**config.mk**
```make
export PLATFORM = sky130hd
export DESIGN_NAME = pe_alu_xbar
export DESIGN_NICKNAME = d
export VERILOG_FILES = /design/src/rtl/pe_alu_xbar_pkg.sv /design/src/rtl/pe_alu_xbar_alu2.sv /design/src/rtl/pe_alu_xbar.sv
export SDC_FILE = /design/constraint.sdc
export NUM_CORES = 2
export LEC_CHECK = 0
export CORE_MARGIN = 2
export CORE_UTILIZATION = 58
export CTS_BUF_LIST = sky130_fd_sc_hd__clkbuf_16
export DETAILED_ROUTE_END_ITERATION = 8
export DONT_BUFFER_PORTS = 1
export MAX_ROUTING_LAYER = met4
export PLACE_DENSITY = 0.74
export SYNTH_ARGS = -nofsm -noshare
export SYNTH_HDL_FRONTEND = slang
export SYNTH_HIERARCHICAL = 1
export SYNTH_SLANG_ARGS = --single-unit
```
**constraint.sdc**
```tcl
create_clock -name clk -period 15.89 [get_ports clk]
set_input_delay 2.3835 -clock clk [delete_from_list [all_inputs] [get_ports clk]]
set_output_delay 2.3835 -clock clk [all_outputs]
set_load 0.005 [all_outputs]
```
**src/rtl/pe_alu_xbar_pkg.sv**
```systemverilog
// Shared types and config-field layout for the pe_alu_xbar processing element.
// The config word packs, from the LSB up: opcode, out_sel, then four 2-bit crossbar selects.
package pe_alu_xbar_pkg;

    typedef enum logic [3:0] {
        ALU_ADD   = 4'd0,
        ALU_SUB   = 4'd1,
        ALU_MUL   = 4'd2,
        ALU_AND   = 4'd3,
        ALU_OR    = 4'd4,
        ALU_XOR   = 4'd5,
        ALU_SHL   = 4'd6,
        ALU_LSHR  = 4'd7,
        ALU_ASHR  = 4'd8,
        ALU_EQ    = 4'd9,
        ALU_LT    = 4'd10,
        ALU_LTU   = 4'd11,
        ALU_PASSA = 4'd12,
        ALU_PASSB = 4'd13,
        ALU_MIN   = 4'd14,
        ALU_ZERO  = 4'd15
    } alu_op_e;

    typedef enum logic [1:0] {
        SRC_IN0 = 2'd0,
        SRC_IN1 = 2'd1,
        SRC_ALU = 2'd2,
        SRC_MEM = 2'd3
    } xbar_src_e;

    localparam int CFG_W    = 13;
    localparam int OP_LSB   = 0;
    localparam int OP_W     = 4;
    localparam int OSEL_BIT = 4;
    localparam int SEL_LSB  = 5;
    localparam int SEL_W    = 2;
    localparam int NUM_XOUT = 4;

endpackage

```
**src/rtl/pe_alu_xbar_alu2.sv**
```systemverilog
// Two-operand ALU: combinational op decode feeding a free-running result register.
// All arithmetic wraps; compares yield a zero-extended 0/1.
module alu2
    import pe_alu_xbar_pkg::*;
#(
    parameter int size = 32
) (
    input  logic            clk,
    input  logic            reset,
    input  alu_op_e         op_i,
    input  logic [size-1:0] a_i,
    input  logic [size-1:0] b_i,
    output logic [size-1:0] result_o
);

    logic [size-1:0] res_d, res_q;
    logic [4:0]      shamt;

    assign shamt = b_i[4:0];

    always_comb begin
        res_d = '0;
        case (op_i)
            ALU_ADD:   res_d = a_i + b_i;
            ALU_SUB:   res_d = a_i - b_i;
            ALU_MUL:   res_d = a_i * b_i;
            ALU_AND:   res_d = a_i & b_i;
            ALU_OR:    res_d = a_i | b_i;
            ALU_XOR:   res_d = a_i ^ b_i;
            ALU_SHL:   res_d = a_i << shamt;
            ALU_LSHR:  res_d = a_i >> shamt;
            ALU_ASHR:  res_d = $unsigned($signed(a_i) >>> shamt);
            ALU_EQ:    res_d = {{(size-1){1'b0}}, a_i == b_i};
            ALU_LT:    res_d = {{(size-1){1'b0}}, $signed(a_i) < $signed(b_i)};
            ALU_LTU:   res_d = {{(size-1){1'b0}}, a_i < b_i};
            ALU_PASSA: res_d = a_i;
            ALU_PASSB: res_d = b_i;
            ALU_MIN:   res_d = ($signed(a_i) < $signed(b_i)) ? a_i : b_i;
            ALU_ZERO:  res_d = '0;
            default:   res_d = '0;
        endcase
    end

    always_ff @(posedge clk or posedge reset) begin
        if (reset) res_q <= '0;
        else       res_q <= res_d;
    end

    assign result_o = res_q;

endmodule

```
**src/rtl/pe_alu_xbar.sv**
```systemverilog
// CGRA processing element: 4x4 input crossbar, registered ALU, 2:1 output mux,
// all configured through a 13-bit serial scan chain clocked on the datapath clock.
module pe_alu_xbar
    import pe_alu_xbar_pkg::*;
#(
    parameter int size = 32
) (
    input  logic            clk,
    input  logic            reset,
    input  logic            config_en,
    input  logic            config_in,
    output logic            config_out,
    input  logic [size-1:0] in0,
    input  logic [size-1:0] in1,
    input  logic [size-1:0] mem_in,
    output logic [size-1:0] out0,
    output logic [size-1:0] xbar_out2,
    output logic [size-1:0] xbar_out3
);

    logic [CFG_W-1:0]                cfg_d, cfg_q;
    logic [NUM_XOUT-1:0][size-1:0]   xbar;
    logic [size-1:0]                 alu_res;

    assign cfg_d = config_en ? {cfg_q[CFG_W-2:0], config_in} : cfg_q;

    always_ff @(posedge clk or posedge reset) begin
        if (reset) cfg_q <= '0;
        else       cfg_q <= cfg_d;
    end

    assign config_out = cfg_q[CFG_W-1];

    // Source 2 is the registered ALU result, so feedback never forms a comb loop.
    for (genvar j = 0; j < NUM_XOUT; j++) begin : g_xbar
        xbar_src_e sel;
        assign sel = xbar_src_e'(cfg_q[SEL_LSB + SEL_W*j +: SEL_W]);
        always_comb begin
            xbar[j] = in0;
            case (sel)
                SRC_IN0: xbar[j] = in0;
                SRC_IN1: xbar[j] = in1;
                SRC_ALU: xbar[j] = alu_res;
                SRC_MEM: xbar[j] = mem_in;
                default: xbar[j] = in0;
            endcase
        end
    end

    alu2 #(.size(size)) u_alu (
        .clk      (clk),
        .reset    (reset),
        .op_i     (alu_op_e'(cfg_q[OP_LSB +: OP_W])),
        .a_i      (xbar[0]),
        .b_i      (xbar[1]),
        .result_o (alu_res)
    );

    assign out0      = cfg_q[OSEL_BIT] ? mem_in : alu_res;
    assign xbar_out2 = xbar[2];
    assign xbar_out3 = xbar[3];

endmodule

```
==> flow_metrics.py <==
metrics = {
    "floorplan": {
        "die_y_um": 234,
        "dieArea_um2": 54600,
        "start_util_pct": 58.5,
        "die_x_um": 234,
        "rows": 84,
        "io-pin-count": 197,
        "core_um2": 52300,
    },
    "route": {
        "vias_per_cell": 7.37,
        "firstDrtPassIters": 6,
        "routed_wl_um": 143000,
        "drtIter0Drc": 4732,
        "drc": 0,
        "vias": 29300,
        "ant_nets": 0,
        "wl_per_cell_um": 35.9,
    },
    "logic_synthesis": {
        "synthTopCellsByCount": "497 x nor2_1, 476 x inv_1, 410 x fa_1",
        "yosys_warnings": 6,
        "synth_edf_count": 0,
        "synth-seq-cells": 45,
        "async_reset_ff_share_pct": 100,
        "syn_inst": 3519,
        "ys_seq_area_share_pct": 3.68,
        "yosys.area.top_type_share_pct": 26.8,
        "synthesis.nets": 4249,
        "yosysUniqueCellTypes": 98,
        "synthTopCellsByArea": "fa_1 27%, mux4_2 13%, ha_1 9.0%",
        "synth_most_common_cell": "nor2_1",
        "netlist_area_um2": 30600,
        "syn_area_per_cell_um2": 8.70,
        "synth_flop_cell": "dfrtp_1",
        "synth_top_cell_by_area": "fa_1",
    },
    "clock_network": {
        "clk_latency_ns": 0.33,
        "cts_hold_buf": 0,
        "cts_buffers": 5,
        "post_cts_buffers": 0,
        "clockBufferDepth": 2,
        "clk_pin_slew_ns": 0.08,
        "cts_max_level": 2,
        "cts_root_buffer": "clkbuf_16",
        "post_cts_resized": 0,
        "cts.sinks": 45,
        "cts_tree": "built",
    },
    "global_route": {
        "grt_pass1_wl_um": 203000,
        "grt_overflow": 0,
        "track_usage_pct": 53.6,
        "grt_pass1_vias": 29800,
        "antenna_found_initial": 9,
        "grt_max_degree": 45,
    },
    "placed_design": {
        "gp_congestion": 1.14,
        "port_buffers": 0,
        "hpwl_um": 108000,
    },
    "timing": {
        "post-route-min-period_ns": 11.57,
        "rsz0062_at_grt": "no",
        "report.final.hold_viol_count": 0,
        "finalCritPeriodShare_pct": 72.8,
        "fmax_ghz": 0.0865,
        "setup_viol": 0,
        "relSlewSlack_pct": 4.87,
        "tightest_slew_ns": 1.42,
        "setup_tns_ns": 0,
        "fin_worst_skew_ns": 0.0234,
        "fin_hold_ws_ns": 0.692,
        "slew_violations": 0,
    },
    "run": {
        "maxCapViolations": 0,
    },
    "worst_setup_path": {
        "arrival_ns": 11.74,
        "crit_path_max_fanout": 23,
        "start_kind": "input pin",
        "cp.required_ns": 16.06,
        "criticalPathCategory": "input pin to flip-flop",
        "cp-end-kind": "flip-flop",
    },
    "final_layout": {
        "final_util_pct": 58.3,
        "nets": 4002,
        "drive_above_1_share_pct": 11.1,
        "area_growth_pct": -0.306,
    },
    "hold_path": {
        "hp-class": "flip-flop to flip-flop",
    },
    "run_status": {
        "status": "completed",
    },
}
## state kept, by name (all words and copies together), names as in the netlist
name / cells
cfg_q: 13
u_alu/result_o: 32
## metal layers
metal	global-route usage (%)	vias to the layer above	share of wire (%)
met1	63.6	14400	34
met4	33.1	0	8.0
met2	76.7	2780	42
met5	-	-	0
li1	-	11400	-
met3	20.9	718	15
## logic make-up (layout without fill, tap and decap cells)
logic type	count (synthesis)	after routing	synth area share [%]
buf+inv	816	570	11.8
flops	45	45	3.68
compound gates	573	573	13.1
xor+xnor	108	108	3.13
fa+ha+maj	630	630	35.8
simple gates	1042	1042	14.7
other cells	0	11	0
mux	305	305	17.8
## per-stage QoR
step,cells,instance area [um2],worst slack (ns)
global route,3969,30500,4.31
detailed placement,3953,30300,4.28
finish,3972,30500,4.32
floorplan,3519,30600,4.71
CTS,3961,30500,4.59
global placement,3953,30300,4.49
## cell type report
type | instances | area (um2)
repair buffers | 73 | 548
multi-input cells | 2658 | 25900
clock inverters | 3 | 48.8
clock buffers | 5 | 125
diodes | 11 | 27.5
well taps | 688 | 861
inverters | 489 | 1840
flip-flops and latches | 45 | 1130
fillers | 4602 | 21800
## path summary, 6_finish.rpt
kind                                start  slack, ns            endpoint  cells after the start
worst max-delay path            mem_in[6]       4.32  u_alu/result_o[23]                     25
worst max register to register   cfg_q[7]       5.14  u_alu/result_o[27]                     23
worst min register to register   cfg_q[1]       0.69            cfg_q[1]                      1
worst min-delay path             cfg_q[1]       0.69            cfg_q[1]                      1
max in group asynchronous           reset      13.44  u_alu/result_o[20]                      2
min in group asynchronous           reset       1.96            cfg_q[8]                      1
## cells in the final DEF (no fill, tap or decap), drive strengths merged, types with 52 or more instances in the layout
| cell | count |
|---|---|
| nor2 | 497 |
| nand2 | 319 |
| mux4 | 184 |
| fa | 410 |
| o21ai | 112 |
| mux2i | 69 |
| a21oi | 140 |
| buf | 73 |
| ha | 220 |
| inv | 483 |
| mux2 | 52 |
| xnor2 | 83 |
## worst max-delay path, cell delays in order
cell and delay, ns:
mux4_2 0.67, inv_1 0.88, nor2_1 0.16, fa_1 0.59, fa_1 0.45, fa_1 0.52, inv_1 0.06, fa_1 0.49
inv_1 0.06, fa_1 0.53, inv_1 0.07, fa_1 0.56, inv_1 0.06, fa_1 0.50, fa_1 0.44, ha_1 0.45
nand3_1 0.15, a2111oi_0 0.41, a21oi_1 0.14, and3_1 0.22, or3b_2 0.47, a31oi_1 0.71, o311ai_1 0.29, o31ai_1 0.32
a211oi_1 0.12
Power is not shown: default switching activity piles up to over one toggle a cycle in this logic, so the estimate is an artifact.
